$ cat src/rtl/tppe_input_scheduler.sv
`default_nettype none
// +--------------------------------------------------------------------------+
// | tppe_input_scheduler: windowed snapshot of N input patterns, then        |
// | in-order valid/ready dispatch of active channels to one TPPE. Rev 1.0    |
// +--------------------------------------------------------------------------+
module tppe_input_scheduler #(
  parameter int T_WINDOW = 16,
  parameter int N_INPUTS = 8,
  localparam int IDX_W   = $clog2(N_INPUTS)
) (
  input  logic                         clk,
  input  logic                         rst_n,
  input  logic                         enable,
  input  logic                         ts_tick,
  input  logic [N_INPUTS*T_WINDOW-1:0] pattern_in,
  input  logic [N_INPUTS-1:0]          activity_in,
  output logic                         disp_valid,
  input  logic                         disp_ready,
  output logic [IDX_W-1:0]             disp_idx,
  output logic [T_WINDOW-1:0]          disp_pattern,
  output logic                         window_done,
  output logic                         busy,
  output logic                         overrun,
  input  logic                         clear_overrun
);

  localparam int CNT_W = $clog2(T_WINDOW);

  typedef enum logic [2:0] {IDLE, ACCUM, SCAN, ISSUE, DONE} state_e;

  state_e                        state_q, state_d;
  logic [CNT_W-1:0]              t_cnt_q, t_cnt_d;
  logic [N_INPUTS*T_WINDOW-1:0]  snap_q, snap_d;
  logic [N_INPUTS-1:0]           pending_q, pending_d;
  logic                          disp_valid_q, disp_valid_d;
  logic [IDX_W-1:0]              disp_idx_q, disp_idx_d;
  logic [T_WINDOW-1:0]           disp_pattern_q, disp_pattern_d;
  logic                          window_done_q, window_done_d;
  logic                          busy_q, busy_d;
  logic                          overrun_q, overrun_d;
  logic                          win_end;
  logic [IDX_W-1:0]              sel;

  // Descending scan so the lowest set index is the one left in sel.
  always_comb begin
    sel = '0;
    for (int i = N_INPUTS - 1; i >= 0; i--) begin
      if (pending_q[i]) sel = IDX_W'(i);
    end
  end

  assign win_end = ts_tick && (t_cnt_q == CNT_W'(T_WINDOW - 1));

  always_comb begin
    state_d        = state_q;
    t_cnt_d        = t_cnt_q;
    snap_d         = snap_q;
    pending_d      = pending_q;
    disp_valid_d   = disp_valid_q;
    disp_idx_d     = disp_idx_q;
    disp_pattern_d = disp_pattern_q;
    window_done_d  = 1'b0;
    overrun_d      = overrun_q;

    if (state_q != IDLE && ts_tick) begin
      t_cnt_d = win_end ? '0 : t_cnt_q + CNT_W'(1);
    end
    if (clear_overrun) overrun_d = 1'b0;

    case (state_q)
      IDLE: begin
        t_cnt_d = '0;
        if (enable) state_d = ACCUM;
      end
      ACCUM: begin
        if (!enable) begin
          state_d = IDLE;
          t_cnt_d = '0;
        end else if (win_end) begin
          snap_d    = pattern_in;
          pending_d = activity_in;
          state_d   = SCAN;
        end
      end
      SCAN: begin
        if (win_end) overrun_d = 1'b1;
        if (pending_q == '0) begin
          state_d       = DONE;
          window_done_d = 1'b1;
        end else begin
          state_d        = ISSUE;
          disp_valid_d   = 1'b1;
          disp_idx_d     = sel;
          disp_pattern_d = snap_q[sel*T_WINDOW +: T_WINDOW];
        end
      end
      ISSUE: begin
        if (win_end) overrun_d = 1'b1;
        if (disp_ready) begin
          pending_d[disp_idx_q] = 1'b0;
          disp_valid_d          = 1'b0;
          state_d               = SCAN;
        end
      end
      DONE: begin
        if (win_end) overrun_d = 1'b1;
        state_d = enable ? ACCUM : IDLE;
      end
      default: state_d = IDLE;
    endcase

    busy_d = (state_d == SCAN) || (state_d == ISSUE);
  end

  always_ff @(posedge clk or negedge rst_n) begin
    if (!rst_n) begin
      state_q        <= IDLE;
      t_cnt_q        <= '0;
      snap_q         <= '0;
      pending_q      <= '0;
      disp_valid_q   <= 1'b0;
      disp_idx_q     <= '0;
      disp_pattern_q <= '0;
      window_done_q  <= 1'b0;
      busy_q         <= 1'b0;
      overrun_q      <= 1'b0;
    end else begin
      state_q        <= state_d;
      t_cnt_q        <= t_cnt_d;
      snap_q         <= snap_d;
      pending_q      <= pending_d;
      disp_valid_q   <= disp_valid_d;
      disp_idx_q     <= disp_idx_d;
      disp_pattern_q <= disp_pattern_d;
      window_done_q  <= window_done_d;
      busy_q         <= busy_d;
      overrun_q      <= overrun_d;
    end
  end

  assign disp_valid   = disp_valid_q;
  assign disp_idx     = disp_idx_q;
  assign disp_pattern = disp_pattern_q;
  assign window_done  = window_done_q;
  assign busy         = busy_q;
  assign overrun      = overrun_q;

endmodule
`default_nettype wire

$ cat config.mk
export PLATFORM = sky130hd
export DESIGN_NAME = tppe_input_scheduler
export DESIGN_NICKNAME = d
export VERILOG_FILES = /design/src/rtl/tppe_input_scheduler.sv
export SDC_FILE = /design/constraint.sdc
export NUM_CORES = 1
export LEC_CHECK = 0
export CORE_ASPECT_RATIO = 0.9
export CORE_MARGIN = 5
export CORE_UTILIZATION = 45
export DETAILED_ROUTE_END_ITERATION = 8
export PLACE_DENSITY = 0.72
export SKIP_LAST_GASP = 1
export SYNTH_ARGS = -nofsm -noshare
export SYNTH_HDL_FRONTEND = slang
export SYNTH_SLANG_ARGS = --single-unit
$ cat constraint.sdc
create_clock -name clk -period 4.55 [get_ports clk]
set_input_delay 0.455 -clock clk [delete_from_list [all_inputs] [get_ports clk]]
set_output_delay 0.455 -clock clk [all_outputs]
set_load 0.02 [all_outputs]
==> Word-level counts from Yosys, hierarchy flattened <==
Index checks and enable logic that the tools add are counted.
{ "op_classes": {"magnitude_cmp": 2, "shifts": 1, "eq_ne": 11, "bitwise_logic": 3, "n_reduce_logical": 14, "mux": 33, "n_addsub": 1} }
{ "op_table": {"columns": ["op", "n"], "rows": [
  ["variable part select 128 x 8 -> 16 bit", 1],
  ["2-to-1 mux 3 bit", 13],
  ["2-to-1 mux 8 bit", 3],
  ["case mux 8 bit (2 select lines)", 1],
  ["case mux 3 bit (5 select lines)", 1],
  ["equality test 3 x 2 -> 1 bit (second input constant)", 4],
  ["2-to-1 mux 4 bit", 3],
  ["2-to-1 mux 1 bit", 9],
  ["AND 8 bit", 1],
  ["logical NOT 8 bit", 1],
  ["!= test 2 bit (second input constant)", 4],
  ["inverter 8 bit", 1],
  ["case mux 4 bit (2 select lines)", 1],
  ["AND reduction 3 bit", 2],
  ["adder 4 x 1 -> 4 bit (second input constant)", 1],
  ["equality test 4 bit (second input constant)", 1],
  ["< comparator 3 x 4 -> 1 bit (second input constant)", 1],
  ["AND reduction 4 bit", 1],
  ["nonzero test 2 bit", 2],
  ["demux 1 bit (select 3 bit)", 1],
  ["equality test 3 x 1 -> 1 bit (second input constant)", 1],
  ["equality test 3 bit (second input constant)", 1],
  [">= comparator 3 x 1 -> 1 bit (second input constant)", 1],
  ["logical AND 1 bit", 3],
  ["7 further kinds", 7]
]} }
{ "totals": {"wordCells": 75, "ff_bits": 166, "output_inout_bits": 23, "in_bits": 142} }

==> Logic depth before layout (Yosys ltp) <==
{ "depth": {"word_depth": 9, "depth_mapped": 8, "ltp_nobuf": 6} }

==> Worst setup path after synthesis <==
Ideal clock, no wire load.
{ "synth_timing": {"kind": "register to register", "start": "register pending_q[0]", "end": "register disp_pattern_q[13] (netlist: disp_pattern[13])", "arrival_ns": 1.877, "n_path_buf": 1, "setup_slack_ns": 2.544, "synth_period_minus_slack_ns": 2.006, "setup_ns": 0.129, "path_stages_with_launch": 7, "t_required_ns": 4.421, "path_cell_list": "dfrtp_1 -> nor3_1 -> o21ai_2 -> nand2_4 -> buf_6 -> mux2_4 -> a2111o_1"} }
{ "synth_between": {"elab_chain_len": 3, "word_cells_on_any_way": 5, "cone_classes": "shift: 1; mux: 1; bitwise: 1; reduce/logical: 2"} }
{ "synth_lines": {"columns": ["element", "line", "rtl"], "rows": [
  ["start: declaration", "34", "logic [N_INPUTS-1:0] pending_q, pending_d;"],
  ["start signal: assignment", "131", "pending_q <= pending_d;"],
  ["branches (longest 3 deep; another with variable part select 128 x 8 -> 16 bit)", null, null],
  ["end signal: assignment", "134", "disp_pattern_q <= disp_pattern_d;"],
  ["end: declaration", "37", "logic [T_WINDOW-1:0] disp_pattern_q, disp_pattern_d;"]
]} }
Parallel ways; which one is timed is not known.
A chain may end at the register's enable or synchronous reset.

==> Final worst setup path <==
{ "layout_timing": {"start": "register pending_q[5]", "end": "register disp_pattern_q[1] (netlist: disp_pattern[1])"} }
{ "layout_between": {"elab_chain_len": 7, "word_cells_on_any_way": 10, "cone_classes": "shift: 1; mux: 6; bitwise: 1; reduce/logical: 2"} }
{ "layout_lines": {"columns": ["element", "line", "rtl"], "rows": [
  ["2-to-1 mux 3 bit (6 in series)", "48", "if (pending_q[i]) sel = IDX_W'(i);"],
  ["variable part select 128 x 8 -> 16 bit", "94", "disp_pattern_d = snap_q[sel*T_WINDOW +: T_WINDOW];"]
]} }
Several ways; a longest one is shown, not always the timed one.

==> metrics.yaml <==
sta:
  final_hold_viol_count: 0
  finalSetupTns_ps: 0
  worst_pin_slew_ps: 952.7
  clock_skew_ps: 5.719
  period_minus_slack_ps: 2635
  setup_slack_ps: 1915
  period_share_pct: 57.90
  setup_viol: 0
  slew_headroom_pct: 36.49
  grt_setup_unrepaired: "false"
  drv_slew: 0
  fmax_mhz: 379.6
placed_design:
  place_inst: 1159
  placed_area_mm2: 0.009293
  dp_hpwl_um: 14500
  place_ws_ps: 1550
  gp_congestion: 0.8110
  numPortBuffers: 164
global_routing:
  grt_pass1_vias: 6065
  track_usage_pct: 21.52
  grt_start_max_net_pins: 141
  grt.overflow.total: 0
  grt_pass1_wl_um: 33030
  grt_antenna_before_repair: 0
cts:
  worstSkewPairLatency_ps: 420
  cts_resized: 0
  cts_buffers: 17
  cts-htree-levels: 4
  ctsHoldBuffers: 0
  clock_sinks: 166
  clkTransAtPathRegs_ps: 60
  cts_tree: "yes"
  cts_root_buf: "clkbuf_16"
  cts_setup_buffers: 0
  max-clock-path-buffers: 2
synthesis:
  synthCells: 828
  synthesis.nets: 971
  ys_seq_area_share_pct: 55.09
  synth_area_per_cell_um2: 9.107
  synth.largest_area_cell: "dfrtp_1"
  synth_cell_types: 53
  synth_top_area_share_pct: 55.09
  netlist_area_mm2: 0.007541
  async_flop_share_pct: 100.0
  synth_seq_cells: 166
  ys.flop_type: "dfrtp_1"
  synthTopCellsByArea: "dfrtp_1 55%, nand2_1 20%, mux2i_1 3.2%"
  ys_warn_count: 0
  synth_edf_count: 0
job:
  drv_cap: 0
drt:
  first_pass_iters: 7
  via_count: 6199
  drt-initial-drc-count: 495
  wl_um: 20490
  avgRoutedWirePerCell_um: 17.20
  post-route-drc-count: 0
  ant_nets: 0
  via_per_inst: 5.205
floorplan:
  core_mm2: 0.01630
  num_rows: 44
  initial_utilization_pct: 46.28
  die_w_um: 146.5
  pin_count: 165
  die_area_mm2: 0.01945
  die_h_um: 132.8
pwr:
  p_leak_nw: 4.962
  pwr_density_cell_mw_per_mm2: 312.9
  ir_worst_vdd_uv: 268.1
layout:
  final_cell_mix: "407 x nand2_1, 166 x dfrtp_1, 163 x clkdlybuf4s50_1, 24 x mux2i_1, 18 x o21ai_0"
  fillers: 1425
  final_common_cell: "nand2_1"
  syn2layout_area_growth_pct: 31.16
  drive_gt1_share_pct: 5.894
  final_util_pct: 60.70
  n_antenna_cell: 0
  final_area_mm2: 0.009891
  finalNetCount: 1114
  final_cells: 1191
worst_setup_path:
  critPathArrivalTime_ps: 2940
  end_kind: "flop"
  crit_type: "reg -> reg"
  cp_max_fo: 17
  start_kind: "flop"
  ff2ff_setup_slack_ps: 1920
  crit_required_ps: 4860
worst_hold_path:
  min_path_type: "in -> async"
outcome:
  status: "complete, no violations"
cell usage after synthesis, drive strengths merged (8+ instances only):
master and count:
a2111o 9, mux2i 24, nand3 13, nor2 13, o21ai 21, clkbuf 25, a21boi 9, nand2 408
mux2 17, and2 10, a211oi 10, a22o 8, o22ai 10, dfrtp 166, buf 21
final timing paths:
kind                                    from               to  cells after the start
worst max-delay path            pending_q[5]  disp_pattern[1]                      4
worst min-delay path                   rst_n       t_cnt_q[3]                      1
worst max register to register  pending_q[5]  disp_pattern[1]                      4
worst min register to register    snap_q[56]       snap_q[56]                      2
max in group asynchronous              rst_n       snap_q[68]                      2
min in group clk                  snap_q[56]       snap_q[56]                      2
sequential cells by signal (all words and copies together), names as in the netlist:
signal,cells
busy,1
disp_pattern,16
snap_q,128
overrun,1
state_q,3
disp_valid,1
t_cnt_q,4
window_done,1
disp_idx,3
pending_q,8
per-stage QoR:
step	hold WS (ps)	power, mW
global placement	452.1	1.669
global route	236.3	3.201
CTS	178.0	3.117
finish	146.7	3.095
floorplan	159.4	1.513
detailed placement	456.5	1.670
worst max-delay path, stage by stage, from the launching register on:
cell and delay [ps]:
dfrtp_1 470, o31ai_4 520, and2_1 840, a211oi_1 320, a2111o_1 360
cell families (layout without fill, tap and decap cells):
| logic type | after synthesis | after routing | synth area share [%] |
|---|---|---|---|
| and+or+nand+nor | 475 | 475 | 26.03 |
| DFF | 166 | 166 | 55.09 |
| buffers and inverters | 50 | 206 | 3.086 |
| muxes | 41 | 41 | 5.824 |
| xor gates and xnor gates | 3 | 3 | 0.3485 |
| AOI/OAI and AO/OA | 92 | 92 | 9.458 |
| adders and majority gates | 1 | 1 | 0.1659 |
where the power goes:
part	total, mW	switching, mW	internal [mW]	leakage (nW)
combinational	0.161	0.0507	0.111	2.36
sequential	1.48	0.00187	1.48	2.32
clock	1.45	0.573	0.880	0.286
area by class of cell:
class / count / area, µm² / area share [%]
Sequential cell: 166 / 4154 / 42.00
Clock inverter: 7 / 92.59 / 0.9361
Inverter: 4 / 15.01 / 0.1518
Timing Repair Buffer: 170 / 1700 / 17.19
Multi-Input combinational cell: 612 / 3164 / 31.99
Clock buffer: 25 / 505.5 / 5.111
Tap cell: 207 / 259.0 / 2.619
routing by layer:
| metal | GRT usage, % | part of all wire [%] | vias to the layer above | wire length (µm) |
|---|---|---|---|---|
| li1 | - | - | 3018 | - |
| met1 | 30.97 | 46 | 2955 | 9337 |
| met2 | 32.94 | 46 | 206 | 9498 |
| met3 | 5.267 | 6.8 | 20 | 1386 |
| met4 | 5.486 | 1.3 | 0 | 263 |
| met5 | 0 | 0 | - | 0 |
No activity file was read; power rests on OpenSTA's default activity.
